**src/rtl/decoder_3x8_pulse_pkg.sv**
```systemverilog
// rtl/decoder_3x8_pulse_pkg.sv - shared state encodings and widths for the 3-to-8 pulse decoder
package decoder_pkg;

  localparam int DEC_W = 3;
  localparam int OUT_W = 8;

  typedef enum logic [1:0] {
    ST_IDLE  = 2'd0,
    ST_DRIVE = 2'd1,
    ST_GAP   = 2'd2
  } state_e;

endpackage

```
**src/rtl/decoder_3x8_pulse_if.sv**
```systemverilog
// rtl/decoder_3x8_pulse_if.sv - code handshake and one-hot output bundle
// Optional parity pins exist only when DEC_PARITY_EN is defined.
interface decoder_3x8_pulse_if;
  import decoder_pkg::*;

  logic             enable;
  logic [DEC_W-1:0] data_in;
  logic             in_valid;
  logic             in_ready;
  logic [OUT_W-1:0] data_out;
  logic             out_valid;
  logic             busy;
`ifdef DEC_PARITY_EN
  logic             data_par;
  logic             par_err;

  modport master (
    output enable, data_in, in_valid, data_par,
    input  in_ready, data_out, out_valid, busy, par_err
  );
  modport slave (
    input  enable, data_in, in_valid, data_par,
    output in_ready, data_out, out_valid, busy, par_err
  );
`else
  modport master (
    output enable, data_in, in_valid,
    input  in_ready, data_out, out_valid, busy
  );
  modport slave (
    input  enable, data_in, in_valid,
    output in_ready, data_out, out_valid, busy
  );
`endif

endinterface

```
**src/rtl/decoder_3x8_pulse_hold_counter.sv**
```systemverilog
// rtl/decoder_3x8_pulse_hold_counter.sv - loadable down-counter with zero flag
module hold_counter #(
  parameter int CNT_W = 4
) (
  input  logic             clk,
  input  logic             rst_n,
  input  logic             clr_i,
  input  logic             load_i,
  input  logic [CNT_W-1:0] load_val_i,
  input  logic             dec_i,
  output logic             zero_o
);

  logic [CNT_W-1:0] count_q;
  logic [CNT_W-1:0] count_d;

  always_comb begin
    count_d = count_q;
    if (clr_i)
      count_d = '0;
    else if (load_i)
      count_d = load_val_i;
    else if (dec_i && (count_q != '0))
      count_d = count_q - 1'b1;
  end

  always_ff @(posedge clk or negedge rst_n) begin
    if (!rst_n)
      count_q <= '0;
    else
      count_q <= count_d;
  end

  assign zero_o = (count_q == '0);

endmodule

```
**src/rtl/decoder_3x8_pulse.sv**
```systemverilog
// rtl/decoder_3x8_pulse.sv - handshaked 3-to-8 decoder holding a one-hot pulse, then one gap cycle
// DEC_PARITY_EN adds even-parity checking of the incoming code.
module decoder_3x8_pulse
  import decoder_pkg::*;
#(
  parameter int HOLD_CYCLES = 4,
  parameter int CNT_W       = 4
) (
  input logic                 clk,
  input logic                 rst_n,
  decoder_3x8_pulse_if.slave  bus
);

  // A hold of zero would never leave DRIVE cleanly, so it degrades to one cycle.
  localparam int               HOLD_EFF = (HOLD_CYCLES < 1) ? 1 : HOLD_CYCLES;
  localparam logic [CNT_W-1:0] LOAD_VAL = CNT_W'(HOLD_EFF - 1);

  state_e           state_q;
  logic [OUT_W-1:0] data_out_q;
  logic             accept;
  logic             code_ok;
  logic             cnt_zero;
  logic             cnt_load;
  logic             cnt_dec;
  logic             cnt_clr;

  assign bus.in_ready = (state_q == ST_IDLE) && bus.enable;
  assign accept       = bus.in_valid && bus.in_ready;

`ifdef DEC_PARITY_EN
  logic par_err_q;

  assign code_ok = ((^bus.data_in) == bus.data_par);

  always_ff @(posedge clk or negedge rst_n) begin
    if (!rst_n)
      par_err_q <= 1'b0;
    else
      par_err_q <= accept && !code_ok;
  end

  assign bus.par_err = par_err_q;
`else
  assign code_ok = 1'b1;
`endif

  assign cnt_load = accept && code_ok;
  assign cnt_dec  = (state_q == ST_DRIVE) && bus.enable;
  assign cnt_clr  = (state_q == ST_DRIVE) && !bus.enable;

  hold_counter #(.CNT_W(CNT_W)) u_hold_counter (
    .clk        (clk),
    .rst_n      (rst_n),
    .clr_i      (cnt_clr),
    .load_i     (cnt_load),
    .load_val_i (LOAD_VAL),
    .dec_i      (cnt_dec),
    .zero_o     (cnt_zero)
  );

  // Abort on enable low is checked before the hold expiry so it always skips GAP.
  always_ff @(posedge clk or negedge rst_n) begin
    if (!rst_n) begin
      state_q    <= ST_IDLE;
      data_out_q <= '0;
    end else begin
      case (state_q)
        ST_IDLE: begin
          if (accept && code_ok) begin
            data_out_q <= OUT_W'(1) << bus.data_in;
            state_q    <= ST_DRIVE;
          end
        end
        ST_DRIVE: begin
          if (!bus.enable) begin
            data_out_q <= '0;
            state_q    <= ST_IDLE;
          end else if (cnt_zero) begin
            data_out_q <= '0;
            state_q    <= ST_GAP;
          end
        end
        ST_GAP: begin
          state_q <= ST_IDLE;
        end
        default: begin
          data_out_q <= '0;
          state_q    <= ST_IDLE;
        end
      endcase
    end
  end

  assign bus.data_out  = data_out_q;
  assign bus.out_valid = |data_out_q;
  assign bus.busy      = (state_q != ST_IDLE);

endmodule

```
**src/flat_wrapper.sv**
```systemverilog
// flat-port wrapper written by rule: the top's interface ports become plain ports
module decoder_3x8_pulse_flat import decoder_pkg::*;
#(
  parameter int HOLD_CYCLES = 4,
  parameter int CNT_W       = 4
)
  (clk, rst_n, bus_enable, bus_data_in, bus_in_valid, bus_in_ready, bus_data_out, bus_out_valid, bus_busy);
  decoder_3x8_pulse_if bus_i ();
  input logic clk;
  input logic rst_n;
  input wire logic [$bits(bus_i.enable)-1:0] bus_enable;
  input wire logic [$bits(bus_i.data_in)-1:0] bus_data_in;
  input wire logic [$bits(bus_i.in_valid)-1:0] bus_in_valid;
  output wire logic [$bits(bus_i.in_ready)-1:0] bus_in_ready;
  output wire logic [$bits(bus_i.data_out)-1:0] bus_data_out;
  output wire logic [$bits(bus_i.out_valid)-1:0] bus_out_valid;
  output wire logic [$bits(bus_i.busy)-1:0] bus_busy;
  assign bus_i.enable = bus_enable;
  assign bus_i.data_in = bus_data_in;
  assign bus_i.in_valid = bus_in_valid;
  assign bus_in_ready = bus_i.in_ready;
  assign bus_data_out = bus_i.data_out;
  assign bus_out_valid = bus_i.out_valid;
  assign bus_busy = bus_i.busy;
  decoder_3x8_pulse #(.HOLD_CYCLES(HOLD_CYCLES), .CNT_W(CNT_W)) u_core (.clk(clk), .rst_n(rst_n), .bus(bus_i));
endmodule
```
**config.mk**
```make
export PLATFORM = sky130hd
export DESIGN_NAME = decoder_3x8_pulse_flat
export DESIGN_NICKNAME = d
export VERILOG_FILES = /design/src/rtl/decoder_3x8_pulse_pkg.sv /design/src/rtl/decoder_3x8_pulse_if.sv /design/src/rtl/decoder_3x8_pulse_hold_counter.sv /design/src/rtl/decoder_3x8_pulse.sv /design/src/flat_wrapper.sv
export SDC_FILE = /design/constraint.sdc
export NUM_CORES = 1
export LEC_CHECK = 0
export BUFFER_PORTS_ARGS = -buffer_cell sky130_fd_sc_hd__buf_2
export CAP_MARGIN = 15
export CORE_ASPECT_RATIO = 0.9
export CORE_UTILIZATION = 46
export CTS_CLUSTER_DIAMETER = 100
export DETAILED_ROUTE_END_ITERATION = 12
export PLACE_DENSITY = 0.84
export SKIP_LAST_GASP = 1
export SYNTH_ARGS = -nofsm -noshare
export SYNTH_HDL_FRONTEND = slang
export SYNTH_HIERARCHICAL = 1
export SYNTH_SLANG_ARGS = --single-unit
export TNS_END_PERCENT = 5
```
**constraint.sdc**
```tcl
create_clock -name clk -period 2 [get_ports clk]
set_input_delay 0 -clock clk [delete_from_list [all_inputs] [get_ports clk]]
set_output_delay 0 -clock clk [all_outputs]
set_load 0.05 [all_outputs]
```
==> results of run 1 <==
[sequential cells by signal, summed over array words and instances (netlist names)]
register,cells
u_core/bus.data_out,8
u_core/u_hold_counter/count_q,4
u_core/state_q,2
[power by group through the flow]
stage	Sequential (mW)	Clock (mW)	Combinational, mW
6_report	0.398	0.197	0.558
5_1_grt	0.407	0.218	0.596
4_1_cts	0.393	0.207	0.510
3_5_place_dp	0.399	0	0.508
3_3_place_gp	0.397	0	0.491
2_1_floorplan	0.445	0	0.349
[through the flow]
stage	setup WS, ns	instances
global route	-0.0453	122
global placement	0.148	115
finish	0.0657	122
detailed placement	0.0433	115
floorplan	0.129	75
CTS	0.0208	120
[cells in the mapped netlist]
cell and count:
dfrtp_1 14, inv_1 7, nand2_1 7, nor2_1 7, a32o_2 3, nor3b_1 3, o2bb2ai_1 3, conb_1 2
ha_1 2, nand3_1 2, nor4_1 2, a2111oi_0 1, a2111oi_4 1, a211oi_1 1, a21o_1 1, a21oi_4 1
a22o_1 1, a311o_2 1, a311oi_1 1, a31oi_1 1, a32o_1 1, and2_1 1, and4bb_4 1, buf_2 1
mux2i_1 1, nand4_1 1, nor2b_4 1, nor3_1 1, nor4b_1 1, or2_2 1, or3b_1 1, or3b_4 1
[what timing repair did]
| item | 4_1_cts | 5_1_grt |
|---|---|---|
| endpoints found under the setup margin | 0 | 8 |
| endpoints found under the hold margin | 14 | 0 |
| resized for setup | 0 | 1 |
| buffers inserted | 0 | 2 |
| hold buffers | 1 | 0 |
[worst min-delay path: cells and delay by family]
family                 cells  cell delay [ns]
and+or+nand+nor            1             0.07
buffers and inverters      1             0.11
AOI/OAI and AO/OA          1             0.06
[cell type report]
| class | count | area [µm²] | area share, % |
|---|---|---|---|
| sequential | 14 | 350 | 36.1 |
| timing repair buffer | 22 | 125 | 12.9 |
| inverter | 7 | 26.3 | 2.71 |
| tap | 22 | 27.5 | 2.84 |
| clock buffer | 4 | 36.3 | 3.74 |
| multi-input combinational | 53 | 405 | 41.8 |
[path summary, 6_finish.rpt]
kind | startpoint | endpoint
max | u_core/u_hold_counter/count_q[1]$_DFFE_PN0P_ | u_core/bus.data_out[0]$_DFFE_PN0P_
min | bus_in_valid | u_core/state_q[0]$_DFFE_PN0P_
max reg2reg | u_core/u_hold_counter/count_q[1]$_DFFE_PN0P_ | u_core/bus.data_out[0]$_DFFE_PN0P_
min reg2reg | u_core/bus.data_out[5]$_DFFE_PN0P_ | u_core/bus.data_out[5]$_DFFE_PN0P_
max in group asynchronous | rst_n | u_core/bus.data_out[5]$_DFFE_PN0P_
min in group asynchronous | rst_n | u_core/bus.data_out[1]$_DFFE_PN0P_
[routing by layer]
| metal | track usage [%] | wire, µm | vias to the layer above |
|---|---|---|---|
| li1 | - | - | 320 |
| met1 | 23.9 | 816 | 327 |
| met2 | 35.5 | 793 | 21 |
| met3 | 5.29 | 79 | 2 |
| met4 | 9.85 | 11 | 0 |
| met5 | 0 | 0 | - |
[kinds of logic after synthesis]
| group | share of synthesized area [%] |
|---|---|
| simple gates | 23.2 |
| mux | 1.29 |
| fa+ha+maj | 3.22 |
| buf+inv | 4.03 |
| compound gates | 22.2 |
| flops | 45.1 |
| other cells | 0.967 |
==> impl_metrics.py, run 1 <==
metrics = {
    "grt": {
        "grt_pass1_wl_um": 2580,
        "grt_max_degree": 15,
        "antenna_found_initial": 0,
        "track_usage_pct": 20.4,
        "first_global_vias": 593,
        "grt.overflow.total": 0,
    },
    "die": {
        "core_um2": 1510,
        "fp.dieArea_um2": 1860,
        "initial_utilization_pct": 51.4,
        "die_w_um": 45.3,
        "num_rows": 13,
        "die_y_um": 41.0,
        "ios": 18,
    },
    "setup_path": {
        "worst-path-buf-inv": 2,
        "path_depth": 7,
        "reg2reg_slack_ns": 0.07,
        "required_ns": 2.21,
        "start_kind": "flop",
        "r2r_cells": 7,
        "cp-end-kind": "flop",
        "cp_max_fo": 8,
        "worst_path_max_delay_cell": "dfrtp_1",
        "critPathMaxStageDelay_ns": 0.38,
        "crit_type": "flop to flop",
        "worstPathCellList": "inv_1, ha_1, or3b_4, inv_1, or3b_4, a21oi_4, a22o_1",
        "cpLargestDelayFamily": "simple AND/OR/NAND/NOR gates",
        "worstPathArrival_ns": 2.15,
    },
    "detailed_routing": {
        "route.detailed.drc": 0,
        "vias_per_cell": 5.49,
        "antenna_left": 0,
        "routedWlPerCell_um": 13.9,
        "drt-total-wl_um": 1700,
        "via_count": 670,
        "dr.pass1.iters": 4,
        "drtIter0Drc": 28,
    },
    "cts": {
        "cts_made_buffers": 3,
        "clk_pin_slew_ns": 0.08,
        "worstSkewPairLatency_ns": 0.28,
        "cts_tree": "yes",
        "htreeDepth": 1,
        "root_buffer": "clkbuf_4",
        "cts_max_path_buffers": 2,
        "clock-sinks": 14,
    },
    "sta": {
        "fmax_mhz": 517,
        "final_max_slew_viol_count": 0,
        "skew_ns": 0.00473,
        "min_period_ns": 1.93,
        "min_period_over_period_pct": 96.7,
        "setup_viol": 0,
        "hold_viol_final": 0,
        "setup_tns_ns": 0,
        "hold-worst-slack_ns": 0.00859,
    },
    "cells_and_area": {
        "final_util_pct": 64.2,
        "layout_commonest_cell": "buf_2",
        "layout-drive-gt1-share_pct": 36.0,
        "final_cell_area_um2": 971,
        "final_nets": 110,
        "final_cell_mix": "17 x buf_2, 14 x dfrtp_1, 7 x inv_1, 7 x nor2_1, 7 x nand2_1",
        "fillers": 117,
        "syn_to_final_growth_pct": 25.0,
        "antenna_cells": 0,
    },
    "power_and_ir_drop": {
        "vdd.ir_drop.worst_v": 0.000563,
        "p_leak_nw": 0.493,
        "combPwrFrac_pct": 48.4,
        "p_seq_share_pct": 34.5,
        "internal_power_mw": 0.669,
        "p_switching_mw": 0.484,
        "power_mw": 1.15,
        "pwr_density_cell_nw_per_um2": 1190,
        "clkPwrFrac_pct": 17.1,
        "p_sw_share_pct": 42.0,
    },
    "synthesis": {
        "syn_inst": 73,
        "synth_area_leaders": "dfrtp_1 45%, a32o_2 4.3%, a2111oi_4 3.5%, inv_1 3.4%, nand2_1 3.4%",
        "synth-seq-area-share_pct": 45.1,
        "syn-cell-area_um2": 777,
        "yosys_warnings": 6,
        "syn_avg_cell_area_um2": 10.6,
        "synth_cell_types": 32,
        "synth_top_area_share_pct": 45.1,
        "ys_seq_elements": 14,
        "yosysTopAreaCell": "dfrtp_1",
    },
    "placement": {
        "gp_congestion": 0.870,
        "dp_hpwl_um": 1220,
        "numPortBuffers": 17,
        "dpl_cell_area_um2": 907,
    },
    "run": {
        "max_cap_viol_count": 0,
    },
    "worst_hold_path": {
        "hold_path_class": "input pin to flop",
        "worstHoldPathCells": 3,
    },
    "outcome": {
        "status": "finished clean",
    },
}
Note: power is estimated with default switching activity, not from simulation.
==> run 2: changes to the inputs <==
--- a/config.mk
+++ b/config.mk
@@ -8,6 +8,7 @@
 export BUFFER_PORTS_ARGS = -buffer_cell sky130_fd_sc_hd__buf_2
 export CAP_MARGIN = 15
 export CORE_ASPECT_RATIO = 0.9
+export CORE_MARGIN = 10
 export CORE_UTILIZATION = 46
 export CTS_CLUSTER_DIAMETER = 100
 export DETAILED_ROUTE_END_ITERATION = 12
==> run 2 against run 1 <==
Net effect:
- register-to-register slack improved by 0.14 ns
- cell area rose by 0.26%
- wire length rose by 9.2%
- total power fell by 1.1%
- flip-flop and latch count did not move
- first-iteration DRC count fell by 21%
- die area rose by 100%
- fmax rose by 7.6%
- core utilization fell by 4.4 points
- clock power rose by 6%
- cell count rose by 1.6%
==> impl_metrics.py, run 2 (synthesis results as in run 1) <==
metrics = {
    "outcome": {
        "status": "finished clean",
    },
    "cells_and_area": {
        "final_cell_mix": "17 x buf_2, 14 x dfrtp_1, 7 x inv_1, 7 x nor2_1, 7 x nand2_1",
        "final_util_pct": 59.8,
        "layout_commonest_cell": "buf_2",
        "final_nets": 110,
        "fin_cells": 124,
        "syn_to_final_growth_pct": 25.3,
        "largest_reg_flops": 8,
        "antenna_cells": 0,
        "layout-drive-gt1-share_pct": 34.0,
    },
    "power_and_ir_drop": {
        "pwr_density_cell_nw_per_um2": 1170,
        "combPwrFrac_pct": 46.8,
        "p_seq_share_pct": 34.8,
        "clkPwrFrac_pct": 18.4,
        "p_leak_nw": 0.491,
        "p_sw_share_pct": 42.9,
        "internal_power_mw": 0.651,
        "p_switching_mw": 0.489,
        "power_mw": 1.14,
        "vdd.ir_drop.worst_v": 0.000517,
    },
    "die": {
        "die_w_um": 63.3,
        "ios": 18,
        "initial_utilization_pct": 47.7,
        "num_rows": 14,
        "core_um2": 1630,
        "die_y_um": 59.0,
        "fp.dieArea_um2": 3740,
    },
    "cts": {
        "cts_setup_buffers": 0,
        "clock-sinks": 14,
        "htreeDepth": 1,
        "clk_pin_slew_ns": 0.08,
        "cts_max_path_buffers": 2,
        "cts_tree": "yes",
        "cts_made_buffers": 3,
        "root_buffer": "clkbuf_4",
        "worstSkewPairLatency_ns": 0.29,
    },
    "grt": {
        "antenna_found_initial": 0,
        "grt_max_degree": 15,
        "first_global_vias": 687,
        "grt_pass1_wl_um": 3240,
        "track_usage_pct": 11.0,
        "grt.overflow.total": 0,
    },
    "setup_path": {
        "worst_path_max_delay_cell": "or3b_4",
        "worstPathCellList": "inv_1, ha_1, or3b_1, inv_1, or3b_4, a21oi_4, o2bb2ai_1",
        "r2r_cells": 7,
        "worstPathArrival_ns": 2.02,
        "cp-end-kind": "flop",
        "start_kind": "flop",
        "required_ns": 2.22,
        "critPathMaxStageDelay_ns": 0.39,
        "cpMostUsedCell": "inv_1",
        "cp_max_fo": 8,
        "crit_type": "flop to flop",
    },
    "placement": {
        "gp_congestion": 0.841,
        "dp_hpwl_um": 1480,
        "place_ws_ns": 0.205,
        "dpl.cell_count": 118,
        "numPortBuffers": 17,
    },
    "sta": {
        "min_period_ns": 1.80,
        "min_period_over_period_pct": 89.9,
        "hold_viol_final": 0,
        "setup_viol": 0,
        "skew_ns": 0.00155,
        "rsz0062_at_grt": "no",
        "final_max_slew_viol_count": 0,
        "setup_tns_ns": 0,
        "worst_slack_ns": 0.203,
        "fmax_mhz": 556,
    },
    "detailed_routing": {
        "route.detailed.drc": 0,
        "via_count": 672,
        "routedWlPerCell_um": 15.0,
        "drtIter0Drc": 22,
        "drt-total-wl_um": 1860,
        "antenna_left": 0,
        "dr.pass1.iters": 4,
        "vias_per_cell": 5.42,
    },
    "worst_hold_path": {
        "worstHoldPathCells": 3,
        "hold_path_class": "input pin to flop",
    },
    "run": {
        "max_cap_viol_count": 0,
    },
}
-- run 2: changes by cell type in the layout (fill, tap and decap cells not counted) --
cell,delta
buf_4,-1
dlygate4sd3_1,+1
or3b_1,+1
or3b_4,-1
-- run 2: worst max-delay path, delay by kind of cell (launching register included) --
family / cells / cell delay [ns]
AO/OA/AOI/OAI: 2 / 0.41
adder cells (fa/ha/maj): 1 / 0.22
buffers and inverters: 2 / 0.15
flip-flops: 1 / 0.36
AND/OR/NAND/NOR: 2 / 0.57
-- run 2: worst paths after layout --
kind | start | to | slack [ns]
setup / recovery | u_core/u_hold_counter/count_q[0]$_DFFE_PN0P_ | u_core/bus.data_out[5]$_DFFE_PN0P_ | 0.20
hold / removal | bus_data_in[1] | u_core/bus.data_out[7]$_DFFE_PN0P_ | 0.007
setup reg to reg | u_core/u_hold_counter/count_q[0]$_DFFE_PN0P_ | u_core/bus.data_out[5]$_DFFE_PN0P_ | 0.20
hold reg to reg | u_core/bus.data_out[2]$_DFFE_PN0P_ | u_core/bus.data_out[2]$_DFFE_PN0P_ | 0.53
max in group asynchronous | rst_n | u_core/bus.data_out[5]$_DFFE_PN0P_ | 1.63
min in group asynchronous | rst_n | u_core/bus.data_out[4]$_DFFE_PN0P_ | 0.13
-- run 2: layer usage --
metal / GRT usage, % / wire (µm) / up-vias
li1: - / - / 320
met1: 11.5 / 719 / 327
met2: 20.1 / 1010 / 20
met3: 2.08 / 74 / 5
met4: 7.48 / 51 / 0
met5: 0 / 0 / -
-- run 2: timing repair --
| action | in CTS | in global routing |
|---|---|---|
| endpoints found under the hold margin | 15 | 0 |
| hold buffers | 2 | 0 |
| resized for setup | 0 | 0 |
-- run 2: final cells by class --
cell class / instances / area (µm²)
inverter: 7 / 26.3
multi-input combinational: 53 / 403
fill: 148 / 656
timing repair buffer: 22 / 128
sequential: 14 / 350
clock buffer: 4 / 36.3
tap: 24 / 30.0
-- run 2: power groups by stage --
stage	clock, mW	combinational (mW)	sequential [mW]
after floorplan	0	0.349	0.445
after global placement	0	0.512	0.397
after detailed placement	0	0.528	0.402
after CTS	0.212	0.534	0.396
after global routing	0.226	0.588	0.405
final	0.209	0.534	0.397
-- run 2: per-stage QoR --
step	hold WS [ns]	instance area, µm²
floorplan	-0.296	785
global placement	-0.0893	917
detailed placement	-0.0848	917
CTS	0.00412	973
global route	0.0141	973
finish	0.00739	973
==> run 3: changes to the inputs <==
--- a/config.mk
+++ b/config.mk
@@ -9,10 +9,10 @@
 export CAP_MARGIN = 15
 export CORE_ASPECT_RATIO = 0.9
 export CORE_MARGIN = 10
-export CORE_UTILIZATION = 46
+export CORE_UTILIZATION = 40
 export CTS_CLUSTER_DIAMETER = 100
 export DETAILED_ROUTE_END_ITERATION = 12
-export PLACE_DENSITY = 0.84
+export PLACE_DENSITY = 0.76
 export SKIP_LAST_GASP = 1
 export SYNTH_ARGS = -nofsm -noshare
 export SYNTH_HDL_FRONTEND = slang
==> run 3 against run 2 <==
Net effect:
- cell area increased by 0.13%
- core utilization is 7.8 points lower
- highest routed layer unchanged
- total power is 0.95% lower
- via count shrank 2.4%
- fmax down 0.40%
- sequential power is essentially flat
- register-to-register slack barely moved
- flip-flop and latch count unchanged
- critical path depth stayed put
==> impl_metrics.py, run 3 (synthesis results as in run 1) <==
metrics = {
    "grt": {
        "first_global_vias": 722,
        "met3_usage_pct": 1.61,
        "top_usage_layer": "met2",
        "antenna_found_initial": 0,
        "grt_max_degree": 15,
        "track_usage_pct": 10.6,
        "grt_util_met2_pct": 18.8,
        "grt.overflow.total": 0,
        "met1_usage_pct": 11.1,
        "grt_pass1_wl_um": 3260,
    },
    "cells_and_area": {
        "fillers": 169,
        "final_cell_mix": "17 x buf_2, 14 x dfrtp_1, 7 x inv_1, 7 x nor2_1, 7 x nand2_1",
        "layout_commonest_cell": "buf_2",
        "syn_to_final_growth_pct": 25.4,
        "antenna_cells": 0,
        "largest_reg_flops": 8,
        "layout-drive-gt1-share_pct": 34.0,
        "final_nets": 110,
    },
    "die": {
        "die_w_um": 66.5,
        "core_um2": 1880,
        "die_y_um": 61.8,
        "num_rows": 15,
        "initial_utilization_pct": 41.4,
        "fp.dieArea_um2": 4110,
        "ios": 18,
    },
    "power_and_ir_drop": {
        "internal_power_mw": 0.650,
        "p_seq_share_pct": 34.9,
        "p_switching_mw": 0.479,
        "clkPwrFrac_pct": 18.1,
        "p_leak_nw": 0.491,
        "combPwrFrac_pct": 47.0,
        "p_sw_share_pct": 42.4,
        "pwr_density_cell_nw_per_um2": 1160,
        "vdd.ir_drop.worst_v": 0.000437,
    },
    "sta": {
        "fmax_mhz": 554,
        "setup_viol": 0,
        "rsz0062_at_grt": "no",
        "worst_slack_ns": 0.195,
        "skew_ns": 0.00278,
        "min_period_ns": 1.80,
        "hold_viol_final": 0,
        "final_max_slew_viol_count": 0,
        "min_period_over_period_pct": 90.2,
        "setup_tns_ns": 0,
    },
    "detailed_routing": {
        "antenna_left": 0,
        "route.detailed.drc": 0,
        "drtIter0Drc": 27,
        "vias_per_cell": 5.25,
        "routedWlPerCell_um": 14.7,
        "drt-total-wl_um": 1830,
        "dr.pass1.iters": 4,
        "via_count": 656,
    },
    "setup_path": {
        "crit_type": "flop to flop",
        "cp-end-kind": "flop",
        "start_kind": "flop",
        "cp_max_fo": 8,
        "reg2reg_slack_ns": 0.20,
        "required_ns": 2.22,
        "worstPathArrival_ns": 2.03,
    },
    "cts": {
        "clk_pin_slew_ns": 0.08,
        "cts_tree": "yes",
        "cts_max_path_buffers": 2,
        "root_buffer": "clkbuf_4",
        "worstSkewPairLatency_ns": 0.28,
        "htreeDepth": 1,
        "cts_made_buffers": 3,
        "cts_resized": 0,
        "clock-sinks": 14,
    },
    "placement": {
        "gp_congestion": 0.862,
        "numPortBuffers": 17,
        "place_ws_ns": 0.236,
        "dp_hpwl_um": 1400,
    },
    "run": {
        "max_cap_viol_count": 0,
    },
    "worst_hold_path": {
        "hold_path_class": "input pin to flop",
    },
    "outcome": {
        "status": "finished clean",
    },
}
[run 3: critical path, cell delays in order, from the launching register on]
cell	delay (ns)
dfrtp_1	0.37
inv_1	0.09
ha_1	0.22
or3b_1	0.18
inv_1	0.06
or3b_4	0.38
a21oi_4	0.27
a22o_1	0.17
[run 3: layout make-up]
| class | instances | area [µm²] | area share (%) |
|---|---|---|---|
| tap | 25 | 31.3 | 3.21 |
| timing repair buffer | 22 | 128 | 13.1 |
| multi-input combinational | 53 | 403 | 41.3 |
| sequential | 14 | 350 | 35.9 |
| clock buffer | 4 | 36.3 | 3.72 |
| inverter | 7 | 26.3 | 2.70 |
[run 3: timing repair]
item                      in CTS  in global routing
hold endpoints to repair      16                  0
buffers inserted               0                  0
hold buffers                   2                  0
[run 3: worst paths after layout]
kind	startpoint	end	cells after the start
max	u_core/u_hold_counter/count_q[0]$_DFFE_PN0P_	u_core/bus.data_out[0]$_DFFE_PN0P_	7
min	bus_data_in[1]	u_core/bus.data_out[7]$_DFFE_PN0P_	3
max reg2reg	u_core/u_hold_counter/count_q[0]$_DFFE_PN0P_	u_core/bus.data_out[0]$_DFFE_PN0P_	7
min reg2reg	u_core/bus.data_out[5]$_DFFE_PN0P_	u_core/bus.data_out[5]$_DFFE_PN0P_	1
max in group asynchronous	rst_n	u_core/bus.data_out[7]$_DFFE_PN0P_	2
min in group asynchronous	rst_n	u_core/u_hold_counter/count_q[3]$_DFFE_PN0P_	2
[run 3: power by group through the flow]
stage,registers [mW],logic (mW),clock network [mW]
6_report,0.395,0.531,0.204
4_1_cts,0.394,0.532,0.213
3_3_place_gp,0.395,0.511,0
5_1_grt,0.404,0.584,0.227
2_1_floorplan,0.445,0.349,0
3_5_place_dp,0.400,0.527,0
[run 3: stage by stage]
step	power [mW]	std cells	hold slack, ns	instance area, µm²	utilization [%]
final	1.13	125	0.0152	975	51.9
after detailed placement	0.927	119	-0.0890	918	48.9
after global placement	0.907	119	-0.0950	918	48.9
after global routing	1.21	125	0.0103	975	51.9
after floorplan	0.794	75	-0.296	785	-
after CTS	1.14	125	0.00346	975	51.9
[run 3: metal layers]
metal / vias to the layer above / wire [µm]
met5: - / 0
met4: 0 / 58
met3: 5 / 67
met2: 9 / 905
met1: 320 / 802
li1: 322 / -
